<file path="src/rtl/rate_tick_gen.sv">
// Rate tick generator: debounced fast/slow key selects the divider period;
// emits a one-clock tick per period plus a heartbeat toggle and a tick counter.
module rate_tick_gen #(
    parameter int unsigned DIV_SLOW        = 2500000,
    parameter int unsigned DIV_FAST        = 1000000,
    parameter int unsigned DEBOUNCE_CYCLES = 100000
) (
    input  logic        clock,
    input  logic        reset,
    input  logic        fast_key_n,
    input  logic        enable,
    output logic        tick,
    output logic        tick_toggle,
    output logic        fast_active,
    output logic [15:0] tick_count
);

    localparam int unsigned DEB_W = (DEBOUNCE_CYCLES > 1) ? $clog2(DEBOUNCE_CYCLES) : 1;
    localparam logic [DEB_W-1:0] DEB_LAST = DEB_W'(DEBOUNCE_CYCLES - 1);
    localparam logic [31:0] FAST_LAST = 32'(DIV_FAST - 1);
    localparam logic [31:0] SLOW_LAST = 32'(DIV_SLOW - 1);

    logic             key_meta;
    logic             key_sync;
    logic [DEB_W-1:0] deb_cnt;
    logic             key_differs;
    logic [31:0]      div_cnt;
    logic [31:0]      div_last;

    // fast_active doubles as the debounced state: 1 means the key is held
    // (debounced level low), so the synchronized key differs from the
    // accepted state exactly when key_sync equals fast_active.
    assign key_differs = (key_sync == fast_active);
    assign div_last    = fast_active ? FAST_LAST : SLOW_LAST;

    // Two-flop synchronizer for the raw pushbutton; idles at released (1).
    always_ff @(posedge clock or posedge reset) begin
        if (reset) begin
            key_meta <= 1'b1;
            key_sync <= 1'b1;
        end else begin
            key_meta <= fast_key_n;
            key_sync <= key_meta;
        end
    end

    // Debounce: accept a new key level only after it has differed for
    // DEBOUNCE_CYCLES consecutive clocks; any agreement restarts the count.
    always_ff @(posedge clock or posedge reset) begin
        if (reset) begin
            deb_cnt     <= '0;
            fast_active <= 1'b0;
        end else if (!key_differs) begin
            deb_cnt <= '0;
        end else if (deb_cnt == DEB_LAST) begin
            deb_cnt     <= '0;
            fast_active <= ~key_sync;
        end else begin
            deb_cnt <= deb_cnt + 1'b1;
        end
    end

    // Divider: the >= compare lets a switch to the shorter period fire
    // immediately when the count is already past the new terminal value.
    always_ff @(posedge clock or posedge reset) begin
        if (reset) begin
            div_cnt     <= '0;
            tick        <= 1'b0;
            tick_toggle <= 1'b0;
            tick_count  <= '0;
        end else if (enable) begin
            if (div_cnt >= div_last) begin
                div_cnt     <= '0;
                tick        <= 1'b1;
                tick_toggle <= ~tick_toggle;
                tick_count  <= tick_count + 16'd1;
            end else begin
                div_cnt <= div_cnt + 32'd1;
                tick    <= 1'b0;
            end
        end else begin
            tick <= 1'b0;
        end
    end

endmodule

</file>
<file path="config.mk">
export PLATFORM = sky130hd
export DESIGN_NAME = rate_tick_gen
export DESIGN_NICKNAME = d
export VERILOG_FILES = /design/src/rtl/rate_tick_gen.sv
export SDC_FILE = /design/constraint.sdc
export NUM_CORES = 1
export LEC_CHECK = 0
export ABC_AREA = 1
export ABC_CLOCK_PERIOD_IN_PS = 2450
export CAP_MARGIN = 0
export CORE_MARGIN = 1.5
export CORE_UTILIZATION = 54
export DETAILED_ROUTE_END_ITERATION = 10
export GPL_TIMING_DRIVEN = 0
export PLACE_DENSITY = 0.75
export SETUP_SLACK_MARGIN = 0.3
export SLEW_MARGIN = 20
export SYNTH_ARGS = -nofsm -noshare
export SYNTH_HDL_FRONTEND = slang
export SYNTH_SLANG_ARGS = --single-unit
</file>
<file path="constraint.sdc">
create_clock -name clock -period 2.45 [get_ports clock]
set_clock_uncertainty 0.2 [all_clocks]
set_input_delay 0.735 -clock clock [delete_from_list [all_inputs] [get_ports clock]]
set_output_delay 0.735 -clock clock [all_outputs]
set_load 0.005 [all_outputs]
</file>
==> results.md <==
- TNS Setup: 0 ns
- Vias per std cell: 5.17
- GP Congestion: 0.853
- H-Tree Depth: 3
- Final Setup Violations: 0
- DP Worst Slack: -0.164 ns
- CTS Sinks: 70
- Share of post-route cells with drive strength above 1: 20.9%
- Critical Path, Cell by Cell: buf_6 -> ha_4 -> nand2_1 -> nand2_1 -> nand2_1 -> nand2_1 -> a21oi_2 -> nand2_2 -> nand2_2 -> nand2_4 -> nand2_8 -> clkinv_8 -> clkbuf_16 -> nor2_2
- Final Max Slew Viols: 0
- Initial DRC count: 200
- PortBufs: 22
- Root Driver: clkbuf_8
- Global-route wire length before repair: 14700 um
- Rows: 31
- Final Hold Fails: 0
- Die W: 88.6 um
- Gate Count Post-Synth: 513
- Post-DP Area: 0.00435 sq mm
- Synth warnings: 0
- Drt first pass iters: 5
- Post-synthesis cell type count: 32
- Mapped Area: 0.00396 sq mm
- Vias in the first global route: 3320
- Max Fanout on Critical Path: 8
- Most frequent cells in the layout: nand2_1, nor2_1, dfrtp_1
- TritonCTS clock tree: yes
- Critical path's slowest cell: dfrtp_2
- Worst-Margin Slew: 0.566 ns
- Initial Util: between 50 and 60%
- Worst hold path class: reg -> reg
- Crit end category: flop
- Syn nets: 530
- Antenna violations before repair: 0
- Core footprint: roughly 0.007 sq mm
- Final WL: 9290 um
- Lkg Pwr: 2.45 nW
- Die Y-Extent: around 89 um
- Critical path arrival: 2.31 ns
- Clk_lat worst skew: 0.35 ns
- WS Path Type: reg -> reg
- Largest net degree at the start of global routing: 27
- Yosys top cell area share: 43.0%
- Run status: finished clean
- Flop and latch count out of synthesis: 70
- Residual DRC: 0
- Crit-path max cell delay: 0.48 ns
- Critical Path RT: between 2 and 3 ns
- Antenna diodes: 0
- Avg Inst Size Synth: around 7.7 sq um
- # IOs: 23
- Pwr Total: approximately 2.8 mW
- Cell mode on critical path: nand2_1
- Most common cell after layout, fill and taps aside: nand2_1
- Grt ovf: 0
- CTS Buf Count: 9
- DR WL/cell: 13.6 um
- HPWL after DPL: 6000 um
- Post-layout instance area: 0.00512 sq mm
- Largest cells by area after synthesis: dfrtp_1, nand2_1, nor2_1
- Seq/Total Area, Yosys: 44.3%
- Fin crit period: 2.23 ns
- Gr usage total: 24.4%
- Worst setup SP type: flop
- Pwr Density: between 500 and 600 mW/mm^2
- Fin nets: about 600
- Vias post-DR: 3538
- Maxcap violations: 0
- Remaining antenna violation count: 0
- VDD IR max: 358 uV
- Setup WS post-layout: 0.218 ns
- Area grow syn2layout: 29.3%
- Worst-path clk slew: around 0.080 ns
- Die area: 0.00785 sq mm
- RSZ-0062 raised after global routing: yes
- Worst slew margin: 62.2%
- Max clock buf depth: 2
- Yosys top cell by area: dfrtp_1
- Fin crit share: a little over 90%
- Max frequency: 0.448 GHz
-- Yosys cell counts (all sizes together) --
master,n
a21oi,7
a31oi,1
buf,9
dfrtp,68
dfstp,2
ha,13
inv,63
nand2,138
nand3,40
nand4,14
nor2,96
nor2b,1
nor3,12
nor3b,1
nor4,2
o211a,1
o21ai,8
o21bai,2
xnor2,16
xor2,19
-- logic make-up (layout without fill, tap and decap cells) --
| family | after synthesis | count (layout) | synth area share (%) |
|---|---|---|---|
| flops | 70 | 70 | 44.3 |
| xor+xnor | 35 | 35 | 7.74 |
| simple gates | 304 | 304 | 33.0 |
| buf+inv | 72 | 144 | 8.15 |
| fa+ha+maj | 13 | 13 | 4.11 |
| compound gates | 19 | 19 | 2.69 |
-- critical path, delay by kind of cell (launching register included) --
family	cells	cell delay, ns
and+or+nand+nor	9	0.71
DFF	1	0.48
buffers and inverters	3	0.41
adders and majority gates	1	0.22
AOI/OAI and AO/OA	1	0.13
-- final timing paths --
path | cells after the start | endpoint | slack (ns) | startpoint
worst min-delay path | 0 | key_sync | 0.17 | key_meta
worst min register to register | 0 | key_sync | 0.17 | key_meta
worst max register to register | 14 | div_cnt[19] | 0.22 | fast_active
min in group asynchronous | 2 | div_cnt[25] | 0.59 | reset
max in group asynchronous | 3 | key_sync | 0.89 | reset
worst max-delay path | 14 | div_cnt[19] | 0.22 | fast_active
-- final cells by class --
cell class | instances | area (sq um)
Multi-Input combinational cell | 371 | 2070
Fill cell | 536 | 2060
Timing Repair Buffer | 56 | 612
Inverter | 63 | 255
Buffer | 9 | 98.8
Tap cell | 99 | 124
Sequential cell | 70 | 1760
Clock buffer | 11 | 141
Clock inverter | 5 | 58.8
-- flip-flops by register name, summed over array words and instances (netlist names) --
register,cells
fast_active,1
tick,1
key_sync,1
tick_count,16
div_cnt,32
deb_cnt,17
tick_toggle,1
key_meta,1
-- metal layers --
| layer | global-route usage (%) | vias up | wire length, um |
|---|---|---|---|
| met4 | 6.82 | 0 | 111 |
| met3 | 5.32 | 10 | 363 |
| met5 | 0 | - | 0 |
| met2 | 41.3 | 83 | 4620 |
| met1 | 31.6 | 1698 | 4200 |
| li1 | - | 1747 | - |
-- where the power goes --
| group | leakage (nW) | switching, mW | internal [mW] |
|---|---|---|---|
| registers | 0.951 | 0.0686 | 1.24 |
| logic | 1.41 | 0.273 | 0.252 |
| clock network | 0.0959 | 0.457 | 0.500 |
| total | 2.45 | 0.799 | 1.99 |
-- through the flow --
step / utilization (%) / cells / hold slack, ns
after detailed placement: 60.7 / 636 / 0.151
after floorplan: - / 513 / 0.145
after global placement: 60.0 / 634 / 0.148
after CTS: 67.0 / 677 / 0.167
final: 71.3 / 684 / 0.166
after global routing: 71.3 / 684 / 0.173
-- timing repair --
action | in CTS | in global routing
pin swaps | 2 | 9
hold buffers | 0 | 0
setup buffers | 25 | 3
cloned | 0 | 4
gates resized for setup | 25 | 55
setup endpoints to repair | 59 | 47
(Power assumes the default switching activity.)
